==> src/rtl/seq_mon_pkg.sv <==
// Shared definitions for the "1011" detector match monitor: FSM encoding and
// default widths/thresholds.
package seq_mon_pkg;

  typedef enum logic [1:0] {
    IDLE  = 2'd0,
    TRACK = 2'd1,
    SATUR = 2'd2
  } mon_state_e;

  localparam int DEF_CNT_W     = 16;
  localparam int DEF_GAP_W     = 8;
  localparam int DEF_BURST_GAP = 3;
  localparam int DEF_BURST_N   = 4;

endpackage

==> src/rtl/sat_counter.sv <==
// Saturating up-counter with clear and load-to-one, used for the match count
// and the inter-match gap count.
module sat_counter #(
  parameter int W = 8
) (
  input  logic         clk,
  input  logic         rst,
  input  logic         clr,
  input  logic         inc,
  input  logic         load1,
  output logic [W-1:0] q,
  output logic         at_max
);

  localparam logic [W-1:0] MAX_V  = {W{1'b1}};
  localparam logic [W-1:0] ZERO_V = {W{1'b0}};
  localparam logic [W-1:0] ONE_V  = W'(1);

  logic [W-1:0] q_r;

  // Count register: clear wins, then load-to-one, then saturating increment.
  always_ff @(posedge clk or posedge rst) begin
    if (rst) begin
      q_r <= ZERO_V;
    end else if (clr) begin
      q_r <= ZERO_V;
    end else if (load1) begin
      q_r <= ONE_V;
    end else if (inc && (q_r != MAX_V)) begin
      q_r <= q_r + ONE_V;
    end else begin
      q_r <= q_r;
    end
  end

  assign q      = q_r;
  assign at_max = (q_r == MAX_V);

endmodule

==> src/rtl/seq_match_monitor.sv <==
// Consumes the detector match pulse: counts matches, measures the gap between
// consecutive matches, tracks the minimum gap and flags bursts of close gaps.
module seq_match_monitor
  import seq_mon_pkg::*;
#(
  parameter int CNT_W     = DEF_CNT_W,
  parameter int GAP_W     = DEF_GAP_W,
  parameter int BURST_GAP = DEF_BURST_GAP,
  parameter int BURST_N   = DEF_BURST_N
) (
  input  logic             clk,
  input  logic             rst,
  input  logic             det,
  input  logic             clr,
  output logic [CNT_W-1:0] match_cnt,
  output logic             cnt_sat,
  output logic [GAP_W-1:0] last_gap,
  output logic             gap_valid,
  output logic [GAP_W-1:0] min_gap,
  output logic             burst
);

  localparam logic [CNT_W-1:0] CNT_NEAR_V  = {{(CNT_W-1){1'b1}}, 1'b0};
  localparam logic [GAP_W-1:0] GAP_NEAR_V  = {{(GAP_W-1){1'b1}}, 1'b0};
  localparam logic [GAP_W-1:0] GAP_ONES_V  = {GAP_W{1'b1}};
  localparam logic [GAP_W-1:0] GAP_ZERO_V  = {GAP_W{1'b0}};
  localparam logic [GAP_W-1:0] BURST_GAP_V = GAP_W'(BURST_GAP);
  localparam logic [8:0]       BURST_N_V   = 9'(BURST_N);

  mon_state_e       state_r, state_nxt_s;
  logic [CNT_W-1:0] match_cnt_s;
  logic             match_at_max_s;
  logic [GAP_W-1:0] gap_cnt_s;
  logic             gap_at_max_s;
  logic             gap_inc_s, gap_load_s, report_s, enter_sat_s;
  logic [7:0]       run_cnt_r;
  logic [8:0]       run_inc_s;
  logic             close_s, fire_s;
  logic             cnt_sat_r, gap_valid_r, burst_r;
  logic [GAP_W-1:0] last_gap_r, min_gap_r;

  sat_counter #(.W(CNT_W)) u_match_cnt (
    .clk(clk), .rst(rst), .clr(clr), .inc(det), .load1(1'b0),
    .q(match_cnt_s), .at_max(match_at_max_s)
  );

  sat_counter #(.W(GAP_W)) u_gap_cnt (
    .clk(clk), .rst(rst), .clr(clr), .inc(gap_inc_s), .load1(gap_load_s),
    .q(gap_cnt_s), .at_max(gap_at_max_s)
  );

  // Next-state and gap-counter control; a match outside IDLE reports the running gap.
  always_comb begin
    state_nxt_s = state_r;
    gap_inc_s   = 1'b0;
    gap_load_s  = 1'b0;
    report_s    = 1'b0;
    enter_sat_s = 1'b0;
    case (state_r)
      IDLE: begin
        if (det) begin
          gap_load_s  = 1'b1;
          state_nxt_s = TRACK;
        end else begin
          state_nxt_s = IDLE;
        end
      end
      TRACK: begin
        if (det) begin
          report_s    = 1'b1;
          gap_load_s  = 1'b1;
          state_nxt_s = TRACK;
        end else if ((gap_cnt_s == GAP_NEAR_V) || gap_at_max_s) begin
          gap_inc_s   = 1'b1;
          enter_sat_s = 1'b1;
          state_nxt_s = SATUR;
        end else begin
          gap_inc_s   = 1'b1;
          state_nxt_s = TRACK;
        end
      end
      SATUR: begin
        if (det) begin
          report_s    = 1'b1;
          gap_load_s  = 1'b1;
          state_nxt_s = TRACK;
        end else begin
          state_nxt_s = SATUR;
        end
      end
      default: state_nxt_s = IDLE;
    endcase
  end

  assign close_s   = (gap_cnt_s <= BURST_GAP_V);
  assign run_inc_s = {1'b0, run_cnt_r} + 9'd1;
  assign fire_s    = (run_inc_s == BURST_N_V);

  // State, gap report, minimum tracking and burst run counter.
  always_ff @(posedge clk or posedge rst) begin
    if (rst) begin
      state_r     <= IDLE;
      run_cnt_r   <= 8'd0;
      cnt_sat_r   <= 1'b0;
      last_gap_r  <= GAP_ZERO_V;
      gap_valid_r <= 1'b0;
      min_gap_r   <= GAP_ONES_V;
      burst_r     <= 1'b0;
    end else if (clr) begin
      state_r     <= IDLE;
      run_cnt_r   <= 8'd0;
      cnt_sat_r   <= 1'b0;
      last_gap_r  <= GAP_ZERO_V;
      gap_valid_r <= 1'b0;
      min_gap_r   <= GAP_ONES_V;
      burst_r     <= 1'b0;
    end else begin
      state_r     <= state_nxt_s;
      cnt_sat_r   <= match_at_max_s | (det & (match_cnt_s == CNT_NEAR_V));
      gap_valid_r <= report_s;
      burst_r     <= 1'b0;
      if (report_s) begin
        last_gap_r <= gap_cnt_s;
        if (gap_cnt_s < min_gap_r) begin
          min_gap_r <= gap_cnt_s;
        end
        if (close_s && fire_s) begin
          burst_r   <= 1'b1;
          run_cnt_r <= 8'd0;
        end else if (close_s) begin
          run_cnt_r <= run_inc_s[7:0];
        end else begin
          run_cnt_r <= 8'd0;
        end
      end else if (enter_sat_s) begin
        run_cnt_r <= 8'd0;
      end
    end
  end

  assign match_cnt = match_cnt_s;
  assign cnt_sat   = cnt_sat_r;
  assign last_gap  = last_gap_r;
  assign gap_valid = gap_valid_r;
  assign min_gap   = min_gap_r;
  assign burst     = burst_r;

endmodule

==> config.mk <==
export PLATFORM = sky130hd
export DESIGN_NAME = seq_match_monitor
export DESIGN_NICKNAME = d
export VERILOG_FILES = /design/src/rtl/seq_mon_pkg.sv /design/src/rtl/sat_counter.sv /design/src/rtl/seq_match_monitor.sv
export SDC_FILE = /design/constraint.sdc
export NUM_CORES = 1
export LEC_CHECK = 0
export BUFFER_PORTS_ARGS = -buffer_cell sky130_fd_sc_hd__clkbuf_2
export CORE_ASPECT_RATIO = 1.2
export CORE_MARGIN = 1
export CORE_UTILIZATION = 60
export CTS_CLUSTER_SIZE = 10
export DETAILED_ROUTE_END_ITERATION = 16
export PLACE_DENSITY = 0.83
export SETUP_SLACK_MARGIN = 0.4
export SYNTH_ARGS = -nofsm -noshare
export SYNTH_HDL_FRONTEND = slang
export SYNTH_SLANG_ARGS = --single-unit
==> constraint.sdc <==
create_clock -name clk -period 3.95 [get_ports clk]
set_clock_uncertainty 0.15 [all_clocks]
set_input_delay 0.395 -clock clk [delete_from_list [all_inputs] [get_ports clk]]
set_output_delay 0.395 -clock clk [all_outputs]
set_load 0.1 [all_outputs]
Yosys cells after proc, flatten, opt, wreduce, memory -nomap -nowiden

Index checks and enable logic that the tools add are counted.

Add/subtract/negate cells: 3
Magnitude comparators: 2
Equality and inequality tests: 9
Muxes and demuxes: 34
Bitwise logic cells: 2
Reductions and logical operators: 13

Operators by type and width:

| cell                    | count |
|---|---|
| $mux W8                 | 13 |
| $eq A16 B16 Y1 const B  | 2 |
| $mux W16                | 2 |
| $add A16 B1 Y16 const B | 1 |
| $eq A8 B8 Y1 const B    | 2 |
| $ne A16 B16 Y1 const B  | 1 |
| $mux W1                 | 14 |
| $add A8 B1 Y9 const B   | 1 |
| $eq A9 B3 Y1 const B    | 1 |
| $add A8 B1 Y8 const B   | 1 |
| $le A8 B2 Y1 const B    | 1 |
| $lt A8 B8 Y1            | 1 |
| $mux W2                 | 4 |
| $ne A8 B8 Y1 const B    | 1 |
| $pmux W2 S3             | 1 |
| $reduce_bool A2 Y1      | 3 |
| $reduce_bool A3 Y1      | 2 |
| $logic_and A1 B1 Y1     | 3 |
| $reduce_or A3 Y1        | 1 |
| $eq A2 B1 Y1 const B    | 1 |
| $eq A2 B2 Y1 const B    | 1 |
| $logic_not A2 Y1        | 1 |
| $reduce_and A2 Y1       | 1 |
| $reduce_or A2 Y1        | 1 |
| other kinds (3)         | 3 |

Bits in registers: 53
Input port bits: 4
Word-level logic and storage cells: 72

Depth between registers and ports, before layout

Gate-level depths: netlist of the first run.

Depth in word-level cells: 8
Depth in mapped cells: 8
Gate-level depth less buffers: 7

Cells and area by module

A second synthesis of the first run with hierarchy kept.

Cell total of the unflattened synthesis: 316
Area total of the unflattened synthesis: 3085.5 µm²

By module, submodules not included:

| module                    | times used | cells an instance | area an instance (µm²) | sequential area each (µm²) |
|---|---|---|---|---|
| seq_match_monitor         | 1          | 169               | 1694.1                 | 735.7 |
| sat_counter (u_match_cnt) | 1          | 95                | 909.6                  | 400.4 |
| sat_counter (u_gap_cnt)   | 1          | 52                | 481.7                  | 200.2 |

Worst setup path before layout of the first run

No wires, ideal clock.

Path type: reg-to-reg
Start point: register u_match_cnt.q_r[0], in the netlist u_match_cnt.q[0]
End point: register u_match_cnt.q_r[13], in the netlist u_match_cnt.q[13]
Library setup time: 0.132 ns
Data arrival time: 2.361 ns
Setup slack: 1.307 ns
Stages on the path, launching flop included: 8
Path buffers: 1
Clock period less this slack: 2.643 ns
Cells stage by stage: dfrtp_1 -> ha_1 -> nand4_1 -> o41a_1 -> buf_2 -> nand4_1 -> xor2_1 -> nor2_1

Longest elaborated chain between the ends: 3
Elaborated cells between the ends (all ways): 6
Those cells by class: add/sub (1); eq/ne (1); mux (2); reduce/logical (2)

Ends and longest elaborated chain:

| element                                           | line                                 | text |
|---|---|---|
| start: declaration                                | sat_counter.sv:19                    | `logic [W-1:0] q_r;` |
| start signal: assignment                          | sat_counter.sv:30                    | `q_r <= q_r + ONE_V;` |
| start signal: assignment                          | sat_counter.sv:32                    | `q_r <= q_r;` |
| $add A16 B1 Y16 or $ne A16 B16 Y1 (tied branches) | sat_counter.sv:30, sat_counter.sv:29 |  |
| $mux W16 or $logic_and A1 B1 Y1 (tied branches)   | sat_counter.sv:29                    | `end else if (inc && (q_r != MAX_V)) begin` |
| $mux W16 or $reduce_bool A2 Y1 (tied branches)    | --                                   |  |

Parallel ways exist; a longest one is shown, timed or not. The select of a mux whose other input is x is not followed.
A chain may end at the register's enable or synchronous reset.

Final worst setup path of the first run

Start point: register min_gap_r[5], in the netlist min_gap[5]
End point: register min_gap_r[1], in the netlist min_gap[1]

Longest elaborated chain between the ends: 3

Ends and longest elaborated chain:

| element                             | line                     | text |
|---|---|---|
| start: declaration                  | seq_match_monitor.sv:40  | `logic [GAP_W-1:0] last_gap_r, min_gap_r;` |
| start signal: assignment            | seq_match_monitor.sv:125 | `min_gap_r <= gap_cnt_s;` |
| $lt A8 B8 Y1                        | seq_match_monitor.sv:124 | `if (gap_cnt_s < min_gap_r) begin` |
| $reduce_bool A2 Y1 (no source line) | --                       |  |
| $reduce_and A2 Y1 (no source line)  | --                       |  |

No other way between the ends.

==> results of run 1 <==
==> through the flow <==
step / cells / instance area [µm²]
detailed placement: 388 / 3140
global placement: 388 / 3140
CTS: 396 / 3250
finish: 396 / 3250
floorplan: 303 / 2920
global route: 396 / 3250
==> registers in the layout, summed over array words and instances, names as in the netlist <==
register       flops
run_cnt_r          8
u_gap_cnt.q        8
gap_valid          1
burst              1
min_gap            8
state_r            2
cnt_sat            1
u_match_cnt.q     16
last_gap           8
==> metal layers <==
metal / up-vias / GRT usage / wire [µm]
met1: 1127 / 0.294 / 2460
met3: 13 / 0.0523 / 212
met5: - / 0 / 0
li1: 1123 / - / -
met2: 47 / 0.460 / 3190
met4: 0 / 0.0804 / 110
==> critical path, stage by stage, from the launching register on <==
cell,delay [ns]
dfstp_2,0.55
inv_1,0.04
ha_1,0.29
a21o_1,0.18
a21o_1,0.17
a211oi_1,0.23
o21a_1,0.45
mux2i_1,0.27
==> power by group through the flow <==
stage | clock [W] | combinational, W | sequential [W]
2_1_floorplan | 0 | 0.0000639 | 0.000647
3_3_place_gp | 0 | 0.000150 | 0.000583
3_5_place_dp | 0 | 0.000153 | 0.000583
4_1_cts | 0.000389 | 0.000154 | 0.000573
5_1_grt | 0.000409 | 0.000164 | 0.000575
6_report | 0.000379 | 0.000152 | 0.000573
==> final timing paths <==
kind	start	endpoint	slack, ns	cells past startpoint
setup / recovery	min_gap[5]	min_gap[1]	1.54	7
hold / removal	rst	last_gap[6]	0.18	2
setup reg to reg	min_gap[5]	min_gap[1]	1.54	7
hold reg to reg	last_gap[2]	last_gap[2]	0.38	2
max in group asynchronous	rst	u_gap_cnt.q[2]	2.81	2
min in group clk	det	state_r[1]	0.32	2
==> placed cells by master, fill, tap and decap left out, types with 2 or more instances in the layout <==
cell | Yosys | final
dfrtp_1 | 45 | 45
nor2_1 | 42 | 42
clkbuf_2 | 0 | 38
nand2_1 | 29 | 29
inv_1 | 19 | 18
ha_1 | 16 | 16
a21oi_1 | 15 | 15
xnor2_1 | 11 | 11
nand3_1 | 10 | 10
xor2_1 | 9 | 9
mux2i_1 | 9 | 9
o21ai_0 | 8 | 8
dfstp_2 | 8 | 8
nand4_1 | 7 | 7
nor3_1 | 6 | 6
clkbuf_8 | 0 | 6
a211oi_1 | 5 | 5
or3_1 | 5 | 5
nor4_1 | 4 | 4
and4_1 | 4 | 4
nand2b_1 | 4 | 4
a21o_1 | 3 | 3
and3_1 | 2 | 2
o21a_1 | 2 | 2
and2_1 | 2 | 2
o31ai_1 | 2 | 2
==> logic make-up (layout without fill, tap and decap cells) <==
logic type | after synthesis | in the layout | synth area share
adders and majority gates | 16 | 16 | 0.0685
buffers and inverters | 30 | 65 | 0.0411
AOI/OAI and AO/OA | 50 | 50 | 0.129
xor gates and xnor gates | 20 | 20 | 0.0599
DFF | 53 | 53 | 0.457
muxes | 10 | 10 | 0.0347
and+or+nand+nor | 124 | 124 | 0.209
==> cell type report <==
type                       instances  area [µm²]  share of cell area
multi-input combinational        220        1470               0.451
clock buffer                       7        86.3              0.0265
clock inverter                     1        30.0             0.00923
inverter                          19        71.3              0.0219
timing repair buffer              38         190              0.0585
sequential                        53        1340               0.411
tap                               58        72.6              0.0223
==> flow_summary_export.csv, run 1 <==
group,metric,value,unit
outcome,status,"complete, no violations",
power,power.share.combinational,0.138,
yosys,avgSynthCellArea,9.65,µm²
yosys,yosysSeqAreaShare,0.457,
sta,hold_ws,0.180,ns
clock_network,tritoncts_clock_tree,"done",
clock_network,clk_pin_slew,0.09,ns
sta,max_freq,416,MHz
yosys,synth.top_cells.by_count,"dfrtp_1 (45), nor2_1 (42), nand2_1 (29)",
yosys,synth_area_leader_cell,"dfrtp_1",
sta,relSlewSlack,0.284,
final_layout,utilization,0.703,
global_routing,gr-usage-all-layers,0.255,
yosys,synthCells,303,
power,switching_share,0.279,
power,power.share.clock,0.343,
floorplan,die_area,0.00516,mm²
sta,timing.final.max_slew_violations,0,
sta,hold_violations,0,
sta,fin_ws,1.54,ns
final_layout,nNetsFinal,357,
final_layout,final_layout_fill_cell_count,372,
global_routing,grt_antenna_before_repair,0,
route,postRouteWirelength,5970,µm
yosys,synth_fp_nets,323,
sta,final_period_minus_worst_setup_slack,2.41,ns
route,number_of_vias_in_the_routed_layout,2310,
clock_network,setup_fix_bufs_post_cts,0,
clock_network,htree_levels,2,
floorplan,die_height,78.5,µm
yosys,synth_most_common_cell,"dfrtp_1",
final_layout,area.growth.synth_to_final,11.3,%
global_routing,grt_first_pass_wirelength,10000,µm
clock_network,holdBufCountCts,0,
sta,worstMarginPinSlew,1.07,ns
clock_network,cts_sinks,53,
clock_network,ctsRootBufferMaster,"clkbuf_8",
power,seq_power_share,0.519,
sta,fin_tns_setup,0,ns
route,detail_route.drc_violations,0,
yosys,area_share_of_the_largest_cell_type_after_synthesis,0.385,
power,p_per_area,339,mW/mm²
yosys,yosysUniqueCellTypes,52,
critical_path,crit_fanout,8,
critical_path,timing.setup.critical_path_class,"flop to flop",
critical_path,end_kind,"flop",
clock_network,max-clock-path-buffers,2,
power,total_leakage_power,1.53,nW
power,peakVddDrop,0.221,mV
route,dr.first_iter.drc_count,109,
yosys,postSynth.topFlopCell,"dfrtp_1",
critical_path,worstPathRequired,4.03,ns
floorplan,fp.dieW,65.7,µm
power,design_power_total,0.00110,W
critical_path,crit_arrival,2.49,ns
global_routing,grt_pass1_vias,2200,
global_routing,grt_start_max_net_pins,54,
power,power.net_switching,0.000308,W
power,intPower,0.000796,W
yosys,synth_enable_flop_cells,0,
placed_design,place_congestion,0.894,
yosys,yosysWarnings,0,
placed_design,place_worst_setup_slack,1.56,ns
run,max_cap_violations,0,
yosys,synthArstFlopShare,1.00,
route,remaining_number_of_nets_flagged_by_the_antenna_check_after_routing,0,
sta,finalCritPeriodShare,0.609,
final_layout,insertedDiodeCount,0,
placed_design,port_buffers,38,
sta,finish_stage_setup_viols,0,
sta,rsz0062_at_grt,"no",
critical_path,worstSetupStartpointType,"flop",
placed_design,dp_hpwl,4190,µm
yosys,postSynthRegisterBits,53,
global_routing,gr_overflow_total,0,
clock_network,clkLatencyLatePin,0.31,ns
yosys,post_synth_main_area_contributors,"dfrtp_1 (39%), dfstp_2 (7.2%), ha_1 (6.8%), nor2_1 (5.4%), nand2_1 (3.7%)",
clock_network,cts-resized-gates,0,
floorplan,floorplan.core_area,0.00463,mm²
floorplan,initial_core_util,0.632,
floorplan,pin_count,39,
route,drt-pass1-iter-count,4,
floorplan,std_cell_rows,27,
clock_network,tritoncts.num_buffers,5,
final_layout,post_route_cells_drive_above_1_share,0.192,
yosys,synth.cell_area,0.00292,mm²
hold_path,min_path_type,"input port to async pin",
route,wl_per_cell,15.1,µm
route,detail_route.vias_per_cell,5.83,
Power figures use the tool's default switching activity.
==> run 2: changes to the inputs <==
--- a/config.mk
+++ b/config.mk
@@ -8,10 +8,10 @@
 export BUFFER_PORTS_ARGS = -buffer_cell sky130_fd_sc_hd__clkbuf_2
 export CORE_ASPECT_RATIO = 1.2
 export CORE_MARGIN = 1
-export CORE_UTILIZATION = 60
+export CORE_UTILIZATION = 52
 export CTS_CLUSTER_SIZE = 10
 export DETAILED_ROUTE_END_ITERATION = 16
-export PLACE_DENSITY = 0.83
+export PLACE_DENSITY = 0.76
 export SETUP_SLACK_MARGIN = 0.4
 export SYNTH_ARGS = -nofsm -noshare
 export SYNTH_HDL_FRONTEND = slang
==> constraint.sdc (replaced) <==
create_clock -name clk -period 2.1 [get_ports clk]
set_clock_uncertainty 0.15 [all_clocks]
set_input_delay 0.21 -clock clk [delete_from_list [all_inputs] [get_ports clk]]
set_output_delay 0.21 -clock clk [all_outputs]
set_load 0.1 [all_outputs]
==> run 2 against run 1 <==
Against the previous run:
- the run now ends with setup timing left
- worst hold slack worse by 0.053 ns
- total power is 92% higher
- maximum frequency is 11% higher
- clock power grew 58%
- routed wire length is 37% higher
- flip-flop and latch count did not move
- first-iteration DRC count up 77%
- count of clock-buffer cells in the layout rose by 1
- sequential share of layout area shrank 8.9 points
- largest cell class unchanged
- setup slack got worse by 1.6 ns
- combinational power grew to 2.9 times the previous value
- utilization is 10 points higher
==> flow_summary_export.csv, run 2 (synthesis results as in run 1) <==
group,metric,value,unit
floorplan,std_cell_rows,29,
critical_path,timing.critical_path.cells,"inv_4, ha_4, a21o_1, a21o_1, a211oi_2, o21a_1, buf_6, mux2i_2",
floorplan,initial_core_util,0.548,
final_layout,area.growth.synth_to_final,46.7,%
sta,worstMarginPinSlew,0.550,ns
clock_network,ctsRootBufferMaster,"clkbuf_8",
critical_path,critical_path_s_slowest_cell,"dfstp_4",
route,detail_route.vias_per_cell,5.98,
critical_path,worstPathRequired,2.19,ns
sta,final_period_minus_worst_setup_slack,2.17,ns
critical_path,critPathMostFrequentCell,"a21o_1",
global_routing,grt_start_max_net_pins,47,
placed_design,dp_hpwl,4550,µm
floorplan,die_area,0.00593,mm²
floorplan,die_height,84.1,µm
route,remaining_number_of_nets_flagged_by_the_antenna_check_after_routing,0,
sta,fin_ws,-0.0712,ns
final_layout,layout.cells.most_common_list,"buf_4 (39), nor2_1 (34), clkbuf_2 (28)",
clock_network,tritoncts.num_buffers,5,
critical_path,timing.rr.end,"min_gap[7]",
clock_network,cts_sinks,53,
sta,relSlewSlack,0.635,
critical_path,critical_path.n_buffers_inverters,2,
power,peakVddDrop,0.367,mV
floorplan,fp.dieW,70.4,µm
final_layout,largest_reg_flops,16,
clock_network,clk_pin_slew,0.10,ns
global_routing,gr-usage-all-layers,0.289,
sta,rsz0062_at_grt,"yes",
global_routing,grt_pass1_vias,2862,
final_layout,post_route_cells_drive_above_1_share,0.527,
clock_network,max-clock-path-buffers,2,
sta,finish_stage_setup_viols,8,
final_layout,utilization,0.804,
critical_path,r2r_start,"min_gap[5]",
critical_path,end_kind,"flop",
hold_path,worstHoldEndpoint,"state_r[1]",
hold_path,min_delay_path_depth,2,
route,number_of_vias_in_the_routed_layout,2732,
placed_design,place_congestion,0.838,
clock_network,htree_levels,2,
floorplan,pin_count,39,
outcome,status,"complete, but fails checks",
critical_path,timing.setup.critical_path_class,"flop to flop",
critical_path,worst_r2r_path_depth,8,
clock_network,clkLatencyLatePin,0.31,ns
route,postRouteWirelength,8170,µm
final_layout,nNetsFinal,414,
clock_network,tritoncts_clock_tree,"done",
placed_design,port_buffers,38,
route,dr.first_iter.drc_count,193,
outcome,failing_checks,"setup timing",
hold_path,min_path_type,"input port to flop",
sta,hold_violations,0,
sta,timing.final.max_slew_violations,0,
hold_path,holdCritStartpoint,"det",
critical_path,crit_fanout,4,
power,p_per_area,493,mW/mm²
critical_path,worstSetupStartpointType,"flop",
sta,finalCritPeriodShare,1.03,
route,detail_route.drc_violations,0,
sta,fin_tns_setup,-0.326,ns
route,drt-pass1-iter-count,5,
floorplan,floorplan.core_area,0.00533,mm²
final_layout,multi_input_gate_area,0.00196,mm²
global_routing,grt_antenna_before_repair,0,
critical_path,crit_arrival,2.26,ns
power,total_leakage_power,1.93,nW
route,wl_per_cell,17.9,µm
global_routing,grt_first_pass_wirelength,13400,µm
final_layout,most_common_cell_after_layout_fill_and_taps_aside,"buf_4",
critical_path,timing.critical_path.max_delay_family,"compound AO/OA/AOI/OAI gates",
final_layout,ff_latch_area,0.00138,mm²
final_layout,final_layout_fill_cell_count,295,
sta,max_freq,461,MHz
final_layout,insertedDiodeCount,0,
critical_path,setup.reg_to_reg.worst_slack,-0.07,ns
critical_path,delay_of_the_slowest_cell_on_the_worst_path,0.64,ns
global_routing,gr_overflow_total,0,
run,max_cap_violations,0,
-- run 2: cell count changes in the layout (fill, tap and decap cells not counted), sizes merged --
cell	delta
clkbuf	-3
bufinv	-1
buf	+59
nand4	+1
dlygate4sd3	+1
-- run 2: area by class of cell --
cell class / count / share of cell area
Sequential cell: 53 / 0.321
Clock buffer: 8 / 0.0210
Timing Repair Buffer: 94 / 0.166
Multi-Input combinational cell: 221 / 0.456
Inverter: 19 / 0.0172
Tap cell: 62 / 0.0181
-- run 2: repair_timing --
| item | CTS | global route |
|---|---|---|
| cloned | 1 | 0 |
| hold buffers | 1 | 0 |
| hold endpoints to repair | 18 | 0 |
| resized for setup | 67 | 50 |
| pin swaps | 36 | 23 |
| buffers inserted | 29 | 4 |
| endpoints found under the setup margin | 42 | 47 |
-- run 2: how the worst max path moves through the flow --
stage	start	to	cells past startpoint
2_1_floorplan	min_gap[5]	min_gap[6]	8
3_3_place_gp	min_gap[4]	min_gap[2]	8
3_5_place_dp	min_gap[5]	min_gap[2]	8
4_1_cts	min_gap[5]	min_gap[2]	8
5_1_grt	min_gap[5]	min_gap[7]	8
6_report	min_gap[5]	min_gap[7]	8
-- run 2: through the flow --
stage          power [W]  hold slack (ns)  std cells  setup WS [ns]  cell area (µm²)
3_3_place_gp     0.00141            0.101        414         0.0542             3460
6_report         0.00212            0.126        457        -0.0712             4290
5_1_grt          0.00219            0.126        457         -0.139             4290
2_1_floorplan    0.00135            0.293        303        -0.0954             3070
4_1_cts          0.00208            0.108        453        -0.0544             4090
3_5_place_dp     0.00142            0.104        414        -0.0597             3460
-- run 2: metal layers --
layer / share of wire / wire length (µm) / GRT usage
met5: 0 / 0 / 0
met4: 0.029 / 237 / 0.124
met3: 0.042 / 343 / 0.0519
met1: 0.40 / 3260 / 0.345
met2: 0.53 / 4320 / 0.506
-- run 2: where the power goes --
part           switching (W)  internal (W)
logic               0.000289      0.000149
registers          0.0000250       0.00106
clock network       0.000328      0.000270
total               0.000642       0.00147
